$ cat config.mk
export PLATFORM = sky130hd
export DESIGN_NAME = hart_mem_arbiter
export DESIGN_NICKNAME = d
export VERILOG_FILES = /design/src/rtl/hart_mem_arbiter.sv
export SDC_FILE = /design/constraint.sdc
export NUM_CORES = 1
export LEC_CHECK = 0
export CORE_MARGIN = 5
export CORE_UTILIZATION = 35
export DETAILED_ROUTE_END_ITERATION = 10
export PLACE_DENSITY_LB_ADDON = 0.2
export SKIP_CTS_REPAIR_TIMING = 1
export SLEW_MARGIN = 20
export SYNTH_ARGS = -nofsm -noshare
export SYNTH_HDL_FRONTEND = slang
export SYNTH_SLANG_ARGS = --single-unit
$ cat constraint.sdc
create_clock -name clock -period 3.8 [get_ports clock]
set_input_delay 1.14 -clock clock [delete_from_list [all_inputs] [get_ports clock]]
set_output_delay 1.14 -clock clock [all_outputs]
set_load 0.02 [all_outputs]
$ cat src/rtl/hart_mem_arbiter.sv
// hart_mem_arbiter: shares one single-port word RAM between the fetch and load/store ports.
// Define MEM_ARB_ROUND_ROBIN_EN to break simultaneous-request ties round-robin instead of ls-first.
module hart_mem_arbiter #(
  parameter int XLEN   = 32,
  parameter int ADDR_W = 10
) (
  input  logic              clock,
  input  logic              reset,
  input  logic              if_req_valid,
  output logic              if_req_ready,
  input  logic [XLEN-1:0]   if_req_addr,
  output logic              if_rsp_valid,
  output logic [XLEN-1:0]   if_rsp_data,
  output logic              if_rsp_err,
  input  logic              ls_req_valid,
  output logic              ls_req_ready,
  input  logic [XLEN-1:0]   ls_req_addr,
  input  logic              ls_req_we,
  input  logic [1:0]        ls_req_size,
  input  logic              ls_req_unsigned,
  input  logic [XLEN-1:0]   ls_req_wdata,
  output logic              ls_rsp_valid,
  output logic [XLEN-1:0]   ls_rsp_data,
  output logic              ls_rsp_err,
  output logic              mem_en,
  output logic              mem_we,
  output logic [ADDR_W-3:0] mem_addr,
  output logic [3:0]        mem_wstrb,
  output logic [XLEN-1:0]   mem_wdata,
  input  logic [XLEN-1:0]   mem_rdata
);

  typedef enum logic [1:0] {
    IDLE = 2'd0,
    WAIT = 2'd1,
    RESP = 2'd2
  } state_t;

  localparam logic [1:0] SZ_B = 2'd0;
  localparam logic [1:0] SZ_H = 2'd1;
  localparam logic [1:0] SZ_W = 2'd2;

  state_t state_reg, state_next;

  logic              prefer_ls;
  logic              idle;
  logic              grant_ls;
  logic              grant_if;
  logic              accept;
  logic [ADDR_W-1:0] req_addr;
  logic [1:0]        req_size;
  logic [1:0]        req_lane;
  logic              req_we;
  logic              req_legal;

  logic              owner_ls_reg;
  logic              err_reg;
  logic              we_reg;
  logic              unsigned_reg;
  logic [1:0]        size_reg;
  logic [1:0]        lane_reg;

  logic [XLEN-1:0]   lane_data;
  logic [XLEN-1:0]   rsp_word;

  logic              if_rsp_valid_reg;
  logic [XLEN-1:0]   if_rsp_data_reg;
  logic              if_rsp_err_reg;
  logic              ls_rsp_valid_reg;
  logic [XLEN-1:0]   ls_rsp_data_reg;
  logic              ls_rsp_err_reg;

  // Address bits above the RAM window are ignored so accesses wrap.
  logic              unused_bits;
  assign unused_bits = ^{ls_req_addr[XLEN-1:ADDR_W], if_req_addr[XLEN-1:ADDR_W],
                         lane_data[XLEN-1:16]};

`ifdef MEM_ARB_ROUND_ROBIN_EN
  logic last_ls_reg;

  always_ff @(posedge clock) begin
    if (reset) begin
      last_ls_reg <= 1'b0;
    end else if (accept) begin
      last_ls_reg <= grant_ls;
    end
  end

  assign prefer_ls = !last_ls_reg;
`else
  assign prefer_ls = 1'b1;
`endif

  // Readies are forced low while reset is asserted even though the state is already IDLE.
  assign idle     = (state_reg == IDLE) && !reset;
  assign grant_ls = idle && ls_req_valid && (prefer_ls || !if_req_valid);
  assign grant_if = idle && if_req_valid && !grant_ls;
  assign accept   = grant_ls || grant_if;

  assign ls_req_ready = grant_ls;
  assign if_req_ready = grant_if;

  assign req_addr = grant_ls ? ls_req_addr[ADDR_W-1:0] : if_req_addr[ADDR_W-1:0];
  assign req_size = grant_ls ? ls_req_size : SZ_W;
  assign req_we   = grant_ls && ls_req_we;
  assign req_lane = req_addr[1:0];

  always_comb begin
    req_legal = 1'b0;
    case (req_size)
      SZ_B:    req_legal = 1'b1;
      SZ_H:    req_legal = !req_addr[0];
      SZ_W:    req_legal = (req_addr[1:0] == 2'b00);
      default: req_legal = 1'b0;
    endcase
  end

  always_comb begin
    state_next = state_reg;
    mem_en     = 1'b0;
    mem_we     = 1'b0;
    mem_addr   = '0;
    mem_wstrb  = 4'b0000;
    mem_wdata  = '0;

    case (state_reg)
      IDLE:    if (accept) state_next = WAIT;
      WAIT:    state_next = RESP;
      RESP:    state_next = IDLE;
      default: state_next = IDLE;
    endcase

    if (accept && req_legal) begin
      mem_en   = 1'b1;
      mem_addr = req_addr[ADDR_W-1:2];
      if (req_we) begin
        mem_we = 1'b1;
        case (req_size)
          SZ_B: begin
            mem_wstrb = 4'b0001 << req_lane;
            mem_wdata = XLEN'(ls_req_wdata[7:0]) << {req_lane, 3'b000};
          end
          SZ_H: begin
            mem_wstrb = 4'b0011 << req_lane;
            mem_wdata = XLEN'(ls_req_wdata[15:0]) << {req_lane, 3'b000};
          end
          default: begin
            mem_wstrb = 4'b1111;
            mem_wdata = ls_req_wdata;
          end
        endcase
      end
    end
  end

  always_ff @(posedge clock) begin
    if (reset) begin
      state_reg <= IDLE;
    end else begin
      state_reg <= state_next;
    end
  end

  always_ff @(posedge clock) begin
    if (reset) begin
      owner_ls_reg <= 1'b0;
      err_reg      <= 1'b0;
      we_reg       <= 1'b0;
      unsigned_reg <= 1'b0;
      size_reg     <= SZ_W;
      lane_reg     <= 2'b00;
    end else if (accept) begin
      owner_ls_reg <= grant_ls;
      err_reg      <= !req_legal;
      we_reg       <= req_we;
      unsigned_reg <= grant_ls && ls_req_unsigned;
      size_reg     <= req_size;
      lane_reg     <= req_lane;
    end
  end

  // Lane select and extension of the word returned one cycle after the strobe.
  always_comb begin
    lane_data = mem_rdata >> {lane_reg, 3'b000};
    rsp_word  = mem_rdata;
    case (size_reg)
      SZ_B: rsp_word = unsigned_reg ? {{(XLEN-8){1'b0}}, lane_data[7:0]}
                                    : {{(XLEN-8){lane_data[7]}}, lane_data[7:0]};
      SZ_H: rsp_word = unsigned_reg ? {{(XLEN-16){1'b0}}, lane_data[15:0]}
                                    : {{(XLEN-16){lane_data[15]}}, lane_data[15:0]};
      default: rsp_word = mem_rdata;
    endcase
    if (err_reg || we_reg) begin
      rsp_word = '0;
    end
  end

  always_ff @(posedge clock) begin
    if (reset) begin
      if_rsp_valid_reg <= 1'b0;
      if_rsp_data_reg  <= '0;
      if_rsp_err_reg   <= 1'b0;
      ls_rsp_valid_reg <= 1'b0;
      ls_rsp_data_reg  <= '0;
      ls_rsp_err_reg   <= 1'b0;
    end else begin
      if_rsp_valid_reg <= 1'b0;
      ls_rsp_valid_reg <= 1'b0;
      if (state_reg == WAIT) begin
        if (owner_ls_reg) begin
          ls_rsp_valid_reg <= 1'b1;
          ls_rsp_data_reg  <= rsp_word;
          ls_rsp_err_reg   <= err_reg;
        end else begin
          if_rsp_valid_reg <= 1'b1;
          if_rsp_data_reg  <= rsp_word;
          if_rsp_err_reg   <= err_reg;
        end
      end
    end
  end

  assign if_rsp_valid = if_rsp_valid_reg;
  assign if_rsp_data  = if_rsp_data_reg;
  assign if_rsp_err   = if_rsp_err_reg;
  assign ls_rsp_valid = ls_rsp_valid_reg;
  assign ls_rsp_data  = ls_rsp_data_reg;
  assign ls_rsp_err   = ls_rsp_err_reg;

endmodule

======== Word-level counts from Yosys, hierarchy flattened ========
Index checks and enable logic that the tools add are counted.
cells by class
  equal/unequal tests ..................... 5
  reductions and logical operators ........ 20
  multiplexer cells ....................... 21
  bitwise operators ....................... 2
  shift operators ......................... 5
operators by type and width
  kind                                                                    number
  32-bit two-way mux                                                      5
  32-bit one-hot mux with 2 select lines                                  2
  16-bit by 5-bit << shifter with 32-bit output                           1
  8-bit by 5-bit << shifter with 32-bit output                            1
  32-bit by 5-bit right shift with 16-bit output                          1
  10-bit two-way mux                                                      1
  2-bit logical NOT                                                       4
  4-bit two-way mux                                                       2
  8-bit two-way mux                                                       1
  4-bit one-hot mux with 2 select lines                                   1
  1-bit logical AND                                                       7
  2-bit by 1-bit equality test with 1-bit output (second input constant)  3
  1-bit two-way mux                                                       5
  1-bit logical NOT                                                       4
  2-bit two-way mux                                                       2
  2-bit one-hot mux with 2 select lines                                   1
  2-bit AND reduction                                                     2
  1-bit by 2-bit << shifter with 4-bit output (first input constant)      1
  2-bit by 2-bit << shifter with 4-bit output (first input constant)      1
  1-bit one-hot mux with 3 select lines                                   1
  2-bit equality test (second input constant)                             1
  1-bit logical OR                                                        2
  2-bit != test (second input constant)                                   1
  1-bit NOT                                                               2
  2-bit OR reduction                                                      1
word-level totals
  input bits .............................. 136
  output and inout port bits .............. 116
  flip-flop bits (word level) ............. 78

======== Longest topological paths before layout ========
  depth in word-level cells ............... 8
  mapped depth ............................ 9
  gate-level depth less buffers ........... 5

======== Least setup slack after synthesis ========
OpenSTA, ideal clock, no wires.
  path type ............................... input to output
  from .................................... input reset
  to ...................................... output mem_wdata[19]
  stages on the path ...................... 8
  data required time ...................... 2.660 ns
  path slack .............................. -0.402 ns
  arrival time ............................ 3.062 ns
  buffers on the path ..................... 4
  cell sequence ........................... buf_6 > or4b_1 > buf_2 > inv_1 > buf_2 > nand3_1 > clkbuf_1 > a211oi_1
on the way
  word-level cells in the longest chain between the ends .. 8
  elaborated cells on any way between the ends .. 22
  classes of those cells .................. eq/ne (2); shift (2); mux (6); reduce/logical (12)
RTL lines
  item                                                                   line      source
  from (decl)                                                            8         input logic reset,
  1-bit logical NOT (*)                                                  95        assign idle = (state_reg == IDLE) && !reset;
  1-bit logical AND (*)                                                  95
  1-bit logical AND (*)                                                  96        assign grant_ls = idle && ls_req_valid && (prefer_ls || !if_req_valid);
  via ls_req_ready                                                       16        output logic ls_req_ready,
  10-bit two-way mux (tied with other cells)                             103       assign req_addr = grant_ls ? ls_req_addr[ADDR_W-1:0] : if_req_addr[ADDR_W-1:0];
  16-bit by 5-bit << shifter with 32-bit output (tied with other cells)  145       mem_wdata = XLEN'(ls_req_wdata[15:0]) << {req_lane, 3'b000};
  32-bit one-hot mux with 2 select lines (tied with other cells)         138       case (req_size)
  32-bit two-way mux or 1-bit logical AND (tied branches)                136, 133
  32-bit two-way mux (*)                                                 133       if (accept && req_legal) begin
  to (decl)                                                              29        output logic [XLEN-1:0] mem_wdata,
The timed path passes the listed nets; every way through them passes the cells marked *.

======== Worst setup path after layout ========
  from .................................... input reset
  to ...................................... output mem_wdata[13]
on the way
  word-level cells in the longest chain between the ends .. 8
  elaborated cells on any way between the ends .. 22
  classes of those cells .................. eq/ne (2); shift (2); mux (6); reduce/logical (12)
RTL lines
  item                                                                   line
  1-bit logical NOT (*)                                                  95
  1-bit logical AND (*)                                                  95
  1-bit logical AND                                                      96
  10-bit two-way mux (tied with other cells)                             103
  16-bit by 5-bit << shifter with 32-bit output (tied with other cells)  145
  32-bit one-hot mux with 2 select lines (tied with other cells)         138
  32-bit two-way mux or 1-bit logical AND (tied branches)                136, 133
  32-bit two-way mux (*)                                                 133
Every way passes the cells marked *; elsewhere a longest branch is shown, timed or not.

==> impl_metrics.json <==
{
  "clock_path_buffers": 2,
  "crit_path_cell_trace": "buf_6 -> or4b_4 -> inv_4 -> mux2_4 -> o22a_4 -> buf_12 -> nor3_2 -> buf_4",
  "grt_pass1_wl_um": 27600,
  "hp-class": "flip-flop to flip-flop",
  "yosys-top-cells-area": "dfxtp_1 35%, o2bb2ai_1 6.3%, mux2i_1 5.6%",
  "end_kind": "output port",
  "drc": 0,
  "finalCritPeriodShare": 1.06,
  "cts_tree": "done",
  "synthesis.area_mm2": 0.00444,
  "viasPerCell": 5.57,
  "use_met2": 0.379,
  "violations": "negative setup slack",
  "area_growth_pct": 81.2,
  "core-area_mm2": 0.0125,
  "setup_viol": 43,
  "synth_edf_count": 0,
  "critPathArrivalTime_ns": 2.88,
  "place_area_mm2": 0.00721,
  "clock_sink_count": 78,
  "place.gp.congestion": 0.919,
  "critical_path.max_fanout": 9,
  "dr.pass1.iters": 7,
  "fin_nets": 902,
  "io_pins": 252,
  "crit_type": "input pin to output port",
  "initial_core_util": 0.354,
  "layout_setup_ws_ns": -0.216,
  "syn_area_per_cell_um2": 8.29,
  "critPathLaunch": "reset",
  "postLayoutCellArea_mm2": 0.00804,
  "peakVddDrop_mv": 0.247,
  "cts_root_buffer": "clkbuf_16",
  "h-tree-depth": 3,
  "synth_flop_cell": "dfxtp_1",
  "p_per_area_mw_per_mm2": 314,
  "cts_inserted_buffers": 9,
  "cp_slowest_stage_delay_ns": 0.54,
  "overflow": 0,
  "synth_warnings": 0,
  "crit_slowest_cell": "or4b_4",
  "drv_cap": 0,
  "grt_pass1_vias": 5112,
  "drt_iter0_markers": 425,
  "use_met1": 0.301,
  "critPathLaunchType": "input pin",
  "syn-num-nets": 671,
  "clk_pin_slew_ns": 0.06,
  "rr_worst_depth": 4,
  "post_drt_wl_per_cell_um": 19.8,
  "yosys.area.top_type": "dfxtp_1",
  "synth-seq-cells": 78,
  "num_rows": 41,
  "port_buffers": 207,
  "die_w_um": 123,
  "grt_max_degree": 61,
  "grt.total_usage": 0.233,
  "busiest_layer": "met2",
  "crit_cells": 8,
  "tightest_slew_ns": 0.931,
  "required_ns": 2.66,
  "yosysSeqAreaShare": 0.352,
  "endpoint": "mem_wdata[13]",
  "clock_latency_ns": 0.33,
  "die_h_um": 123,
  "timing.rr.start": "lane_reg[1]",
  "final.setup.tns_ns": -5.24,
  "via_count": 5256,
  "die_area_mm2": 0.0150,
  "grt_antenna_before_repair": 1,
  "hpwl_um": 13600,
  "skew_ns": 0.00293,
  "synth_top_area_share": 0.352,
  "hold_violations": 0,
  "cp_num_buf_inv": 4,
  "reg2reg_slack_ns": 1.24,
  "drive_gt1_frac": 0.277,
  "wl_um": 18600,
  "postSynthCellCount": 535,
  "slew_headroom": 0.379,
  "period_needed_ns": 4.02,
  "ant_nets": 0,
  "finalMaxSlewViolations": 0,
  "met3_usage": 0.0571,
  "synth_cell_types": 46,
  "final_cell_mix": "154 x clkdlybuf4s50_1, 78 x dfxtp_1, 58 x buf_4, 42 x nor2_1, 41 x buf_6",
  "async_flop_share": 0,
  "max_freq_mhz": 249,
  "grt_setup_unrepaired": "true",
  "r2r-end": "ls_rsp_data[8]",
  "status": "finished with violations",
  "p_leak_nw": 3.00,
  "mostFrequentLayoutCell": "clkdlybuf4s50_1",
  "crit_family": "simple AND/OR/NAND/NOR gates"
}
synth_stat cells (all sizes together) (10+ instances only):
master   instances
nand3b          22
a221oi          14
o2bb2ai         32
o41ai           12
clkbuf          37
a32oi           11
inv             14
a21oi           29
nand2           30
mux2i           25
nand3           18
nor2            45
o21ai           31
dfxtp           78
buf             15
a22oi           10
nor3            28
per-stage QoR:
step	instances	power, W	setup slack (ns)	hold slack (ns)	util
4_1_cts	928	0.00246	-1.21	0.461	0.601
6_report	943	0.00252	-0.216	0.458	0.642
3_3_place_gp	913	0.00155	-1.13	0.444	0.576
2_1_floorplan	535	0.00126	-0.226	0.444	-
5_1_grt	943	0.00262	-0.258	0.479	0.642
3_5_place_dp	913	0.00156	-1.19	0.446	0.576
routing by layer:
metal / part of all wire / vias to the layer above
li1: - / 2471
met1: 0.42 / 2519
met2: 0.49 / 228
met3: 0.066 / 38
met4: 0.026 / 0
met5: 0 / -
cell families after synthesis:
logic type / count (synthesis) / synth area share
and+or+nand+nor: 186 / 0.230
DFF: 78 / 0.352
AOI/OAI and AO/OA: 176 / 0.288
muxes: 29 / 0.0682
buffers and inverters: 66 / 0.0623
where the power goes:
| group | internal (W) | switching [W] |
|---|---|---|
| clock | 0.000573 | 0.000330 |
| combinational | 0.000339 | 0.000381 |
| sequential | 0.000858 | 0.0000396 |
| total | 0.00177 | 0.000751 |
worst reg2reg max path, stage by stage, from the launching register on:
cell and delay, ns:
dfxtp_1 0.93, or3b_2 0.50, o221ai_1 0.46, a21oi_1 0.16
o41ai_1 0.39
area by class of cell:
cell class / instances / area, µm²
diodes: 1 / 2.50
clock buffers: 10 / 229
clock inverters: 5 / 83.8
fillers: 1047 / 4480
inverters: 14 / 55.1
multi-input cells: 392 / 3160
flip-flops and latches: 78 / 1560
well taps: 172 / 215
repair buffers: 271 / 2730
worst min path at each step:
| stage | to | startpoint | depth (start not counted) |
|---|---|---|---|
| floorplan | we_reg | we_reg | 2 |
| global placement | if_rsp_data[20] | if_rsp_data[20] | 1 |
| detailed placement | ls_rsp_data[18] | ls_rsp_data[18] | 1 |
| CTS | if_rsp_data[6] | if_rsp_data[6] | 2 |
| global route | ls_rsp_data[27] | ls_rsp_data[27] | 1 |
| finish | if_rsp_data[6] | if_rsp_data[6] | 2 |
(Power assumes the default switching activity.)
==> variant 1: new RTL, config.mk and constraints unchanged <==
Encoding of `state_t`: now one-hot (3 bits for 3 states).
--- a/src/rtl/hart_mem_arbiter.sv
+++ b/src/rtl/hart_mem_arbiter.sv
@@ -32,6 +32,6 @@
 
-  typedef enum logic [1:0] {
-    IDLE = 2'd0,
-    WAIT = 2'd1,
-    RESP = 2'd2
+  typedef enum logic [2:0] {
+    IDLE = 3'b001,
+    WAIT = 3'b010,
+    RESP = 3'b100
   } state_t;
Formal check against the unedited RTL: no difference found for any inputs over 10 cycles, from zero or initial values and one cycle with reset high; not proved beyond that.
==> variant 1 against the unedited design <==
The flow still finishes with violations (setup timing). Synthesized area down 5.1%. Power down 12%. Routed wire length down 9.4%. Die area down 4.7%. Sequential power down 4.1%. First-iteration DRC count down 18%. Sequential cell count up 1. Worst setup slack worse by 0.0010 ns. Register-to-register slack worse by 0.03 ns. Final area down 11%. Highest routed layer unchanged.
==> variant 1: results (changes against the unedited design) <==
| Metric | Value |
|---|---|
| Status | finished, violations left (unchanged) |
| Failing checks | setup timing (unchanged) |
| Synth Area in XOR/XNOR | 0% (unchanged) |
| H-tree Lvls | 3 (unchanged) |
| Final setup viols | 25 (was 43) |
| Ys flop type | dfxtp_1 (unchanged) |
| Placed Instances | 914 (was 913) |
| Synth area leaders | dfxtp_1 (38%), o21ai_0 (8.7%), nand2_1 (7.8%), a21oi_1 (7.1%), nand3_1 (5.5%) (was dfxtp_1 (35%), o2bb2ai_1 (6.3%), mux2i_1 (5.6%), nand3b_1 (3.7%), nor2_1 (3.7%)) |
| Maximum vdd drop | 0.000248 V (was 0.000247 V) |
| Number of global-route vias before repair | 5050 (was 5112) |
| Clock transition at path regs | 0.07 ns |
| Compound-Gate Fraction of Synth Area | 30.7% (was 28.8%) |
| Net Sw Power | 667 uW (was 751 uW) |
| Seq/Total Area, Yosys | 37.6% (was 35.2%) |
| Post-synth ARST share | 0% (unchanged) |
| Synthesized netlist net count | 693 (was 671) |
| Netlist cell types | 48 (was 46) |
| Total Wirelength | 16.9 mm (was 18.6 mm) |
| Initial antenna violation count | 1 (unchanged) |
| Hpwl dp | 12.6 mm (was 13.6 mm) |
| TritonCTS buffer count | 9 (unchanged) |
| Total GRT Usage | 21.9% (was 23.3%) |
| Final setup skew | 0.0111 ns (was 0.00293 ns) |
| Final Wtd Congestion | 0.884 (was 0.919) |
| Vias per cell | 5.42 (was 5.57) |
| Vias | 5067 (was 5256) |
| GR met2 Demand/Resource | 36.7% (was 37.9%) |
| Final nets | 918 (was 902) |
| Adder-Cell Fraction of Synth Area | 0% (unchanged) |
| FILL cells | 1113 (was 1047) |
| Mux share of post-synthesis cell area | 4.31% (was 6.82%) |
| Clk Latency, worst-skew pair | 0.34 ns |
| Top post-synthesis cells by count | nand2_1 (88), dfxtp_1 (79), o21ai_0 (73) (was dfxtp_1 (78), nor2_1 (44), clkbuf_1 (37)) |
| Largest net degree at the start of global routing | 50 (was 61) |
| Mapped Cells | 557 (was 535) |
| Worst hold path type | reg -> reg (unchanged) |
| Global-route wire length before repair | 25.5 mm (was 27.6 mm) |
| Crit-path max FO | 7 (was 9) |
| Final WS setup | -0.217 ns (was -0.216 ns) |
| Setup TNS | -3.38 ns (was -5.24 ns) |
| Proportion of layout cells with a drive suffix above 1 | 22.1% (was 27.7%) |
| Slew margin rel. | 35.8% (was 37.9%) |
| Met3 Use GR | 7.78% (was 5.71%) |
| Critical Path AT | 2.88 ns (about the same) |
| Yosys warnings | 0 (unchanged) |
| Pleak | 0.00283 uW (was 0.00300 uW) |
| Drt first pass iters | 5 (was 7) |
| Longest Clk Path Bufs | 2 (unchanged) |
| DR iter-0 viols | 347 (was 425) |
| GR Util met1 | 26.5% (was 30.1%) |
variant 1: changes by cell type in the layout (fill, tap and decap cells not counted), moves of 20 or more:
cell and delta:
buf_6 -21, o21ai_0 +42, nand2_1 +55, o2bb2ai_1 -32, nand3_1 +30, nand3b_1 -20
a21oi_1 +33
variant 1: worst paths after layout:
check	start	cells past startpoint	endpoint	slack, ns
max	reset	7	mem_wdata[9]	-0.22
min	ls_rsp_data[3]	2	ls_rsp_data[3]	0.46
max reg2reg	size_reg[1]	5	ls_rsp_data[12]	1.21
min reg2reg	ls_rsp_data[3]	2	ls_rsp_data[3]	0.46
variant 1: worst max-delay path, stage by stage:
cell and delay (ns):
buf_8 0.10, or4b_4 0.53, or3_4 0.38, or2_4 0.29, a32oi_2 0.23, nor2_4 0.06, buf_6 0.13
variant 1: layout make-up:
class / instances / area [um2] / area share (%)
Antenna cell: 1 / 2.50 / 0.0350
Clock buffer: 9 / 225 / 3.15
Clock inverter: 7 / 72.6 / 1.01
Inverter: 9 / 35.0 / 0.489
Multi-Input combinational cell: 422 / 2600 / 36.3
Sequential cell: 79 / 1580 / 22.1
Tap cell: 147 / 184 / 2.57
Timing Repair Buffer: 261 / 2460 / 34.4
variant 1: layer usage:
layer  vias to the layer above  wire length [um]
met4                         0               274
met1                      2363              6880
met5                         -                 0
met3                        20              1520
li1                       2471                 -
met2                       213              8200
variant 1: power groups by stage:
stage,clock network [uW],logic (uW),registers (uW)
6_report,861,504,861
4_1_cts,875,473,860
5_1_grt,913,541,863
3_3_place_gp,0,461,879
3_5_place_dp,0,470,879
2_1_floorplan,0,223,884
variant 1: through the flow:
step / cell area, um2 / setup WS, ns
floorplan: 4230 / -0.0532
global placement: 6660 / -0.978
detailed placement: 6660 / -0.994
CTS: 6960 / -0.996
global route: 7160 / -0.274
finish: 7160 / -0.217
==> variant 2: new RTL, config.mk and constraints unchanged <==
Without the edit above. Build with the macro `MEM_ARB_ROUND_ROBIN_EN` defined.
--- a/src/rtl/hart_mem_arbiter.sv
+++ b/src/rtl/hart_mem_arbiter.sv
@@ -2,2 +2,4 @@
 // Define MEM_ARB_ROUND_ROBIN_EN to break simultaneous-request ties round-robin instead of ls-first.
+`define MEM_ARB_ROUND_ROBIN_EN
+
 module hart_mem_arbiter #(
Behaviour: not the same (Yosys sat finds a counterexample within 4 cycles, from zero or initial values and one cycle with reset high).
==> variant 2 against the unedited design <==
Final area down 12%. Worst setup slack better by 0.18 ns. Synthesized area decreased by 7.9%. Global-route usage fell by 1.3 points. Non-clock buffer count shrank 13. Sequential cell count did not move. The flow still finishes with violations (setup timing). Via count decreased by 7.4%. Largest power group is now registers. Hold slack worse by 0.0039 ns. Routed wire length is 14% lower. Power shrank 9.1%.
==> variant 2: results (changes against the unedited design) <==
| Metric | Value |
|---|---|
| Status | finished, violations left (unchanged) |
| Failing checks | setup timing (unchanged) |
| Total GRT Usage | 22.0% (was 23.3%) |
| Number of global-route vias before repair | 4902 (was 5112) |
| TritonCTS buffer count | 9 (unchanged) |
| Worst-margin pin slew | 0.980 ns (was 0.931 ns) |
| Hpwl dp | 12.4 mm (was 13.6 mm) |
| Largest net degree at the start of global routing | 33 (was 61) |
| Area growth from synthesis to layout | 72.5% (was 81.2%) |
| Adder-Cell Fraction of Synth Area | 0% (unchanged) |
| Synthesized netlist net count | 625 (was 671) |
| Port bufs | 207 (unchanged) |
| Final Wtd Congestion | 0.841 (was 0.919) |
| Maximum vdd drop | 0.000233 V (was 0.000247 V) |
| Vias per cell | 5.61 (was 5.57) |
| Worst hold path type | reg -> reg (unchanged) |
| Drt first pass iters | 5 (was 7) |
| GR met2 Demand/Resource | 37.0% (was 37.9%) |
| Crit-path max FO | 7 (was 9) |
| Clock root buffer | clkbuf_16 (unchanged) |
| Netlist cell types | 49 (was 46) |
| Longest Clk Path Bufs | 2 (unchanged) |
| Dpl ws | -0.855 ns (was -1.19 ns) |
| Proportion of layout cells with a drive suffix above 1 | 18.9% (was 27.7%) |
| Post-synth ARST share | 0% (unchanged) |
| Total Wirelength | 16.0 mm (was 18.6 mm) |
| Final nets | 856 (was 902) |
| Critical Path AT | 2.69 ns (was 2.88 ns) |
| Synth area leaders | dfxtp_1 (38%), a221o_1 (5.9%), o21ai_0 (5.8%), o2bb2ai_1 (5.1%), nand2_1 (5.0%) (was dfxtp_1 (35%), o2bb2ai_1 (6.3%), mux2i_1 (5.6%), nand3b_1 (3.7%), nor2_1 (3.7%)) |
| GR Util met1 | 26.1% (was 30.1%) |
| Final setup skew | 0.0120 ns (was 0.00293 ns) |
| Yosys warnings | 0 (unchanged) |
| Compound-Gate Fraction of Synth Area | 34.6% (was 28.8%) |
| Clk Latency, worst-skew pair | 0.33 ns (about the same) |
| Initial antenna violation count | 0 (was 1) |
| Pleak | 0.00306 uW (was 0.00300 uW) |
| Antenna Diode Count | 0 (was 1) |
| Final setup viols | 8 (was 43) |
| Seq/Total Area, Yosys | 38.2% (was 35.2%) |
| H-tree Lvls | 3 (unchanged) |
| Clock transition at path regs | 0.06 ns (about the same) |
| Mux share of post-synthesis cell area | 4.41% (was 6.82%) |
| Synth Area in XOR/XNOR | 0% (unchanged) |
| DR iter-0 viols | 277 (was 425) |
| Global-route wire length before repair | 25.5 mm (was 27.6 mm) |
| Met3 Use GR | 6.82% (was 5.71%) |
| Final WS setup | -0.0343 ns (was -0.216 ns) |
| Top post-synthesis cells by count | dfxtp_1 (78), nand2_1 (54), o21ai_0 (47) (was dfxtp_1 (78), nor2_1 (44), clkbuf_1 (37)) |
==> variant 2: stage by stage <==
step                      utilization [%]  TNS, ns  hold slack, ns  cell area [um2]  instances
after floorplan                         -        0           0.458             4090        489
after global placement               57.1   -32.67           0.435             6520        845
after detailed placement             57.1   -33.67           0.441             6520        845
after CTS                            59.7   -33.98           0.456             6820        861
after global routing                 61.7   -0.972           0.484             7050        868
final                                61.7   -0.105           0.454             7050        868
==> variant 2: path summary, 6_finish.rpt <==
| check | slack (ns) | to | start | cells after the start |
|---|---|---|---|---|
| max | -0.03 | mem_wdata[10] | reset | 6 |
| min | 0.45 | ls_rsp_data[16] | ls_rsp_data[16] | 2 |
| max reg2reg | 1.58 | ls_rsp_data[22] | size_reg[1] | 5 |
| min reg2reg | 0.45 | ls_rsp_data[16] | ls_rsp_data[16] | 2 |
==> variant 2: area by class of cell <==
| cell class | count | area [um2] |
|---|---|---|
| clock buffer | 10 | 229 |
| inverter | 17 | 63.8 |
| timing repair buffer | 258 | 2480 |
| multi-input combinational | 356 | 2470 |
| clock inverter | 6 | 68.8 |
| sequential | 78 | 1560 |
| tap | 143 | 179 |
| fill | 1009 | 4370 |
==> variant 2: per-layer routing <==
metal	part of all wire [%]	routed length (um)	up-vias
li1	-	-	2329
met1	40	6440	2284
met2	49	7860	215
met3	7.8	1250	38
met4	3.1	496	0
met5	0	0	-
==> variant 2: cell families (layout without fill, tap and decap cells) <==
kind of cell / count (synthesis) / count (layout)
AOI/OAI and AO/OA: 196 / 196
muxes: 18 / 18
buffers and inverters: 55 / 291
DFF: 78 / 78
and+or+nand+nor: 142 / 142
==> variant 2: power by group <==
group          leakage (uW)  switching [uW]  internal, uW
logic               0.00228             280           269
clock network      0.000143             343           513
registers          0.000633            30.5           856
total               0.00306             654          1640
==> variant 2: worst max-delay path, cell delays in order <==
cell and delay (ns):
buf_8 0.10, or3_4 0.43, or4_4 0.60, a32oi_2 0.22, nor2_2 0.07, buf_6 0.13
